$ cat src/rtl/eoc_monitor_if.sv
// Bundle of control, scratch-write stream and status signals for eoc_monitor.
// The master side arms and feeds the monitor; the slave side is the monitor itself.
interface eoc_monitor_if #(
  parameter int NumChan      = 4,
  parameter int CodeWidth    = 32,
  parameter int TimeoutWidth = 32
) ();
  localparam int IdxWidth = (NumChan > 1) ? $clog2(NumChan) : 1;

  logic                                start_i;
  logic                                clear_i;
  logic                                mode_i;
  logic [NumChan-1:0]                  chan_en_i;
  logic [TimeoutWidth-1:0]             timeout_i;
  logic [NumChan-1:0]                  wr_valid_i;
  logic [NumChan-1:0][CodeWidth-1:0]   wr_data_i;

  logic                                busy_o;
  logic                                done_o;
  logic                                timeout_o;
  logic                                pass_o;
  logic [CodeWidth-2:0]                exit_code_o;
  logic [IdxWidth-1:0]                 fail_idx_o;
  logic [NumChan-1:0]                  chan_done_o;

  modport master (
    output start_i, clear_i, mode_i, chan_en_i, timeout_i, wr_valid_i, wr_data_i,
    input  busy_o, done_o, timeout_o, pass_o, exit_code_o, fail_idx_o, chan_done_o
  );

  modport slave (
    input  start_i, clear_i, mode_i, chan_en_i, timeout_i, wr_valid_i, wr_data_i,
    output busy_o, done_o, timeout_o, pass_o, exit_code_o, fail_idx_o, chan_done_o
  );
endinterface

$ cat src/rtl/eoc_monitor.sv
// Multi-channel end-of-computation monitor: latches the first EOC exit code per
// channel and reports one aggregated completion, pass/fail and timeout status.
module eoc_monitor #(
  parameter int NumChan      = 4,
  parameter int CodeWidth    = 32,
  parameter int TimeoutWidth = 32
) (
  input logic         clk_i,
  input logic         rst_i,
  eoc_monitor_if.slave bus
);
  localparam int IdxWidth = (NumChan > 1) ? $clog2(NumChan) : 1;

  typedef enum logic [1:0] {StIdle, StArmed, StDone, StTimeout} state_t;

  state_t                  r_state;
  state_t                  w_nextState;
  logic [NumChan-1:0]      r_chanDone;
  logic [NumChan-1:0]      r_chanEn;
  logic [CodeWidth-2:0]    r_code [NumChan];
  logic [TimeoutWidth-1:0] r_timeout;
  logic [TimeoutWidth-1:0] r_count;

  logic                    w_armed;
  logic                    w_arm;
  logic [NumChan-1:0]      w_capture;
  logic [NumChan-1:0]      w_nextDone;
  logic [NumChan-1:0]      w_doneEn;
  logic                    w_complete;
  logic                    w_expire;
  logic [CodeWidth-2:0]    w_exitCode;
  logic [IdxWidth-1:0]     w_failIdx;
  logic                    w_allZero;

  assign w_armed = (r_state == StArmed);
  assign w_arm   = bus.start_i && !w_armed;

  always_comb begin
    w_capture = '0;
    for (int i = 0; i < NumChan; i++) begin
      w_capture[i] = w_armed && r_chanEn[i] && !r_chanDone[i] &&
                     bus.wr_valid_i[i] && bus.wr_data_i[i][0];
    end
  end

  assign w_nextDone = r_chanDone | w_capture;
  assign w_doneEn   = w_nextDone & r_chanEn;

  // An empty enable mask completes immediately in either mode.
  always_comb begin
    w_complete = 1'b0;
    if (r_chanEn == '0) begin
      w_complete = 1'b1;
    end else if (bus.mode_i) begin
      w_complete = |w_doneEn;
    end else begin
      w_complete = (w_doneEn == r_chanEn);
    end
  end

  assign w_expire = (r_timeout != '0) && (r_count == (r_timeout - TimeoutWidth'(1)));

  always_comb begin
    w_nextState = r_state;
    if (bus.clear_i) begin
      w_nextState = StIdle;
    end else begin
      case (r_state)
        StArmed: begin
          if (w_complete) begin
            w_nextState = StDone;
          end else if (w_expire) begin
            w_nextState = StTimeout;
          end
        end
        default: begin
          if (bus.start_i) begin
            w_nextState = StArmed;
          end
        end
      endcase
    end
  end

  always_ff @(posedge clk_i) begin
    if (rst_i) begin
      r_state    <= StIdle;
      r_chanDone <= '0;
      r_chanEn   <= '0;
      r_timeout  <= '0;
      r_count    <= '0;
      for (int i = 0; i < NumChan; i++) begin
        r_code[i] <= '0;
      end
    end else begin
      r_state <= w_nextState;
      if (bus.clear_i) begin
        r_chanDone <= '0;
        r_chanEn   <= '0;
        r_timeout  <= '0;
        r_count    <= '0;
        for (int i = 0; i < NumChan; i++) begin
          r_code[i] <= '0;
        end
      end else if (w_arm) begin
        r_chanDone <= '0;
        r_chanEn   <= bus.chan_en_i;
        r_timeout  <= bus.timeout_i;
        r_count    <= '0;
        for (int i = 0; i < NumChan; i++) begin
          r_code[i] <= '0;
        end
      end else if (w_armed) begin
        r_chanDone <= w_nextDone;
        for (int i = 0; i < NumChan; i++) begin
          if (w_capture[i]) begin
            r_code[i] <= bus.wr_data_i[i][CodeWidth-1:1];
          end
        end
        // Saturate so the no-timeout mode never wraps back to zero.
        if (r_count != '1) begin
          r_count <= r_count + TimeoutWidth'(1);
        end
      end
    end
  end

  // Descending scan so the lowest-index failing channel is reported.
  always_comb begin
    w_exitCode = '0;
    w_failIdx  = '0;
    w_allZero  = 1'b1;
    for (int i = NumChan - 1; i >= 0; i--) begin
      if (r_chanDone[i] && (r_code[i] != '0)) begin
        w_exitCode = r_code[i];
        w_failIdx  = IdxWidth'(i);
        w_allZero  = 1'b0;
      end
    end
  end

  assign bus.busy_o      = w_armed;
  assign bus.done_o      = (r_state == StDone);
  assign bus.timeout_o   = (r_state == StTimeout);
  assign bus.pass_o      = (r_state == StDone) && w_allZero;
  assign bus.exit_code_o = w_exitCode;
  assign bus.fail_idx_o  = w_failIdx;
  assign bus.chan_done_o = r_chanDone;
endmodule

$ cat src/flat_wrapper.sv
// flat-port wrapper written by rule: the top's interface ports become plain ports
module eoc_monitor_flat 
#(
  parameter int NumChan      = 4,
  parameter int CodeWidth    = 32,
  parameter int TimeoutWidth = 32
)
  (clk_i, rst_i, bus_start_i, bus_clear_i, bus_mode_i, bus_chan_en_i, bus_timeout_i, bus_wr_valid_i, bus_wr_data_i, bus_busy_o, bus_done_o, bus_timeout_o, bus_pass_o, bus_exit_code_o, bus_fail_idx_o, bus_chan_done_o);
  eoc_monitor_if #(.NumChan(NumChan), .CodeWidth(CodeWidth), .TimeoutWidth(TimeoutWidth)) bus_i ();
  input logic clk_i;
  input logic rst_i;
  input wire logic [$bits(bus_i.start_i)-1:0] bus_start_i;
  input wire logic [$bits(bus_i.clear_i)-1:0] bus_clear_i;
  input wire logic [$bits(bus_i.mode_i)-1:0] bus_mode_i;
  input wire logic [$bits(bus_i.chan_en_i)-1:0] bus_chan_en_i;
  input wire logic [$bits(bus_i.timeout_i)-1:0] bus_timeout_i;
  input wire logic [$bits(bus_i.wr_valid_i)-1:0] bus_wr_valid_i;
  input wire logic [$bits(bus_i.wr_data_i)-1:0] bus_wr_data_i;
  output wire logic [$bits(bus_i.busy_o)-1:0] bus_busy_o;
  output wire logic [$bits(bus_i.done_o)-1:0] bus_done_o;
  output wire logic [$bits(bus_i.timeout_o)-1:0] bus_timeout_o;
  output wire logic [$bits(bus_i.pass_o)-1:0] bus_pass_o;
  output wire logic [$bits(bus_i.exit_code_o)-1:0] bus_exit_code_o;
  output wire logic [$bits(bus_i.fail_idx_o)-1:0] bus_fail_idx_o;
  output wire logic [$bits(bus_i.chan_done_o)-1:0] bus_chan_done_o;
  assign bus_i.start_i = bus_start_i;
  assign bus_i.clear_i = bus_clear_i;
  assign bus_i.mode_i = bus_mode_i;
  assign bus_i.chan_en_i = bus_chan_en_i;
  assign bus_i.timeout_i = bus_timeout_i;
  assign bus_i.wr_valid_i = bus_wr_valid_i;
  assign bus_i.wr_data_i = bus_wr_data_i;
  assign bus_busy_o = bus_i.busy_o;
  assign bus_done_o = bus_i.done_o;
  assign bus_timeout_o = bus_i.timeout_o;
  assign bus_pass_o = bus_i.pass_o;
  assign bus_exit_code_o = bus_i.exit_code_o;
  assign bus_fail_idx_o = bus_i.fail_idx_o;
  assign bus_chan_done_o = bus_i.chan_done_o;
  eoc_monitor #(.NumChan(NumChan), .CodeWidth(CodeWidth), .TimeoutWidth(TimeoutWidth)) u_core (.clk_i(clk_i), .rst_i(rst_i), .bus(bus_i));
endmodule
$ cat config.mk
export PLATFORM = sky130hd
export DESIGN_NAME = eoc_monitor_flat
export DESIGN_NICKNAME = d
export VERILOG_FILES = /design/src/rtl/eoc_monitor_if.sv /design/src/rtl/eoc_monitor.sv /design/src/flat_wrapper.sv
export SDC_FILE = /design/constraint.sdc
export NUM_CORES = 1
export LEC_CHECK = 0
export BUFFER_PORTS_ARGS = -buffer_cell sky130_fd_sc_hd__buf_2
export CAP_MARGIN = 20
export CORE_ASPECT_RATIO = 1.2
export CORE_MARGIN = 2
export CORE_UTILIZATION = 35
export CTS_CLUSTER_SIZE = 40
export DETAILED_ROUTE_END_ITERATION = 10
export PLACE_DENSITY_LB_ADDON = 0.15
export SLEW_MARGIN = 20
export SYNTH_ARGS = -nofsm -noshare
export SYNTH_HDL_FRONTEND = slang
export SYNTH_SLANG_ARGS = --single-unit
$ cat constraint.sdc
create_clock -name clk_i -period 2.63 [get_ports clk_i]
set_input_delay 0.3945 -clock clk_i [delete_from_list [all_inputs] [get_ports clk_i]]
set_output_delay 0.3945 -clock clk_i [all_outputs]
set_load 0.05 [all_outputs]
==> flow_metrics.py <==
metrics = {
    "timing": {
        "min_period_ns": 3.08,
        "slew_violations": 0,
        "timing.fmax_ghz": 0.325,
        "worstMarginPinSlew_ns": 0.657,
        "post-route-period-util": 1.17,
        "skew_ns": 0.0160,
        "whs_ns": 0.154,
        "rsz0062_at_grt": "yes",
        "finalSetupViolCount": 35,
        "final_hold_viol_count": 0,
        "relSlewSlack": 0.558,
        "worst_slack_ns": -0.452,
    },
    "critical_path": {
        "cpMaxStageDelayCell": "edfxtp_1",
        "rr_endpoint": "u_core.r_state[1]",
        "reg2reg_from": "u_core.r_timeout[14]",
        "crit_buf_inv": 3,
        "cp_max_fo": 16,
        "start_kind": "flip-flop",
        "crit_type": "flip-flop to output port",
        "worstPathArrival_ns": 2.69,
        "rrSetupSlack_ns": -0.13,
        "cp_cell_sequence": "nor4_2 > buf_4 > nand4_1 > o21a_2 > nor2b_4 > buf_12 > a22oi_1 > a211oi_1 > a21o_1 > buf_6",
        "max_stage_delay_ns": 0.40,
        "crit_family": "compound AO/OA/AOI/OAI gates",
        "endpoint_kind": "output port",
        "reg2reg_depth": 7,
        "cp_data_required_time_ns": 2.24,
    },
    "clocking": {
        "ctsHoldBuffers": 0,
        "clock_sinks": 198,
        "clk_root_buffer_cell": "clkbuf_16",
        "clk_path_buf_depth": 2,
        "h-tree-depth": 4,
        "clock_latency_ns": 0.44,
        "numCtsBuffers": 17,
        "path_clk_slew_ns": 0.08,
        "cts_tree": "done",
    },
    "routing": {
        "drt_iter0_drc": 334,
        "routed_wl_um": 30400,
        "dr_total_vias": 8550,
        "first_pass_iters": 5,
        "drc": 0,
        "vias_per_cell": 5.11,
        "wl_per_cell_um": 18.2,
        "ant_nets": 0,
    },
    "yosys": {
        "syn_avg_cell_area_um2": 10.2,
        "syn_inst": 970,
        "async_reset_ff_frac": 0,
        "synth_flop_cell": "edfxtp_1",
        "synth_common_cells": "and2_1, edfxtp_1, nor2_1",
        "syn_nets": 1146,
        "synth_top_area_share": 0.375,
        "yosys-top-cells-area": "edfxtp_1, dfxtp_1, and2_1",
        "ys_seq_area_frac": 0.524,
        "synth_area_leader_cell": "edfxtp_1",
        "ys_ff_latch": 198,
        "yosysMostFrequentCell": "and2_1",
        "synth.cell_area_um2": 9940,
        "ys_warn_count": 0,
        "synth_cell_types": 54,
        "synth_edf_count": 124,
    },
    "min_path": {
        "min_path_cells": 2,
        "hp-class": "input port to flip-flop",
        "hold_path_end": "u_core.r_timeout[31]",
        "hold_start": "bus_timeout_i[31]",
    },
    "pwr": {
        "comb_power_share": 0.108,
        "p_int_mw": 5.42,
        "power.share.clock": 0.401,
        "power.density_nw_per_um2": 514,
        "p_switching_mw": 1.62,
        "vdd_ir_drop_max_v": 0.000294,
        "switching_share": 0.230,
        "leakage_nw": 5.92,
        "sequentialPowerShare": 0.491,
    },
    "cells_and_area": {
        "drive_gt1_frac": 0.365,
        "synthToLayoutAreaGrowth_pct": 37.9,
        "nNetsFinal": 1453,
        "final_util": 0.491,
        "seq_area_um2": 5210,
        "multi_input_area_um2": 4890,
        "fillers": 2618,
    },
    "grt": {
        "grt_pass1_wl_um": 45600,
        "grt_pass1_vias": 8570,
        "grt_max_degree": 37,
        "grt_usage": 0.201,
        "grt_antenna_before_repair": 5,
        "grt_overflow_total": 0,
    },
    "floorplan": {
        "core_area_um2": 27900,
        "die_h_um": 189,
        "die_w_um": 158,
        "start_util": 0.356,
        "io_pins": 214,
        "die_area_um2": 29800,
        "rows": 67,
    },
    "outcome": {
        "status": "finished with violations",
        "violations": "setup timing",
    },
    "place": {
        "io_buffers": 213,
        "place.gp.congestion": 0.872,
        "dp_hpwl_um": 23300,
    },
    "flow_run": {
        "cap_viol_max_count": 0,
    },
}
==> power by group through the flow <==
stage,sequential (mW),clock [mW],combinational [mW]
final,3.46,2.82,0.760
after global routing,3.47,3.02,0.825
after CTS,3.45,2.89,0.761
after detailed placement,3.52,0,0.749
after global placement,3.52,0,0.749
after floorplan,3.50,0,0.353
==> worst register-to-register path: stages, from the launching register on <==
cell	delay [ns]
dfxtp_1	0.32
or4_4	0.54
or4_4	0.57
or4_4	0.45
mux2_4	0.32
a21oi_2	0.11
o2111ai_1	0.15
o31ai_1	0.22
==> placed cells by master, fill, tap and decap left out, types with 7 or more instances in the layout <==
cell type	Yosys	layout
a211oi_2	0	26
xor2_1	18	18
a22oi_2	0	23
clkbuf_16	0	23
buf_2	2	179
nand4_1	21	21
or3_1	14	14
nand2_1	28	28
dfxtp_1	74	73
inv_1	15	14
xnor2_1	37	37
nor4_1	38	27
nor3_1	33	27
a21oi_1	17	15
buf_4	0	121
nor2_1	87	86
nor2b_1	8	7
a22o_1	35	35
a21o_1	31	31
o21ai_0	26	26
and3_1	9	9
a22oi_1	32	9
nand3_1	24	24
edfxtp_1	124	124
nor4_2	0	10
buf_6	0	37
and2_1	126	126
buf_12	0	7
==> sequential cells by signal, summed over array words and instances (netlist names) <==
name	count
u_core.bus.chan_done_o	4
u_core.r_chanEn	4
u_core.r_count	32
u_core.r_timeout	32
u_core.r_code	124
u_core.r_state	2
==> how the worst max path moves through the flow <==
stage	endpoint	cells past startpoint	start
after detailed placement	u_core.r_state[1]	7	u_core.r_timeout[9]
after global routing	bus_exit_code_o[11]	10	u_core.r_code[2][0]
final	bus_exit_code_o[4]	10	u_core.r_code[2][2]
after CTS	bus_exit_code_o[7]	10	u_core.r_code[2][2]
after global placement	u_core.r_state[1]	7	u_core.r_timeout[9]
after floorplan	bus_pass_o	5	u_core.r_code[1][9]
==> repair_timing <==
item / 4_1_cts / 5_1_grt
pin swaps: 20 / 10
buffers inserted: 1 / 8
setup endpoints to repair: 35 / 35
resized for setup: 124 / 25
gates cloned: 1 / 3
==> logic make-up after synthesis <==
group,count (synthesis),synth area share
muxes,5,0.00554
xor gates and xnor gates,55,0.0485
AOI/OAI and AO/OA,209,0.152
DFF,198,0.524
and+or+nand+nor,426,0.239
adders and majority gates,3,0.00378
buffers and inverters,74,0.0282
==> stage by stage <==
step	instance area [µm²]	setup TNS, ns	worst slack (ns)	power, mW	cells
2_1_floorplan	10000	-0.0100	-0.0100	3.85	970
3_3_place_gp	12300	-3.81	-0.141	4.27	1624
3_5_place_dp	12300	-4.28	-0.191	4.27	1624
4_1_cts	13500	-14.36	-0.478	7.10	1658
5_1_grt	13700	-18.16	-0.624	7.31	1669
6_report	13700	-13.52	-0.452	7.04	1672
==> metal layers <==
| metal | track usage | up-vias | part of all wire |
|---|---|---|---|
| met5 | 0 | - | 0.0016 |
| met4 | 0.0668 | 8 | 0.023 |
| met3 | 0.0430 | 47 | 0.053 |
| met2 | 0.357 | 220 | 0.51 |
| met1 | 0.239 | 4066 | 0.41 |
| li1 | - | 4209 | - |
==> area by class of cell <==
type                            count  area share
Clock inverter                      7     0.00639
Clock buffer                       25      0.0409
Tap cell                          379      0.0346
Multi-Input combinational cell    698       0.357
Antenna cell                        3    0.000548
Inverter                           15     0.00411
Sequential cell                   198       0.380
Timing Repair Buffer              347       0.177
Power figures use the tool's default switching activity.
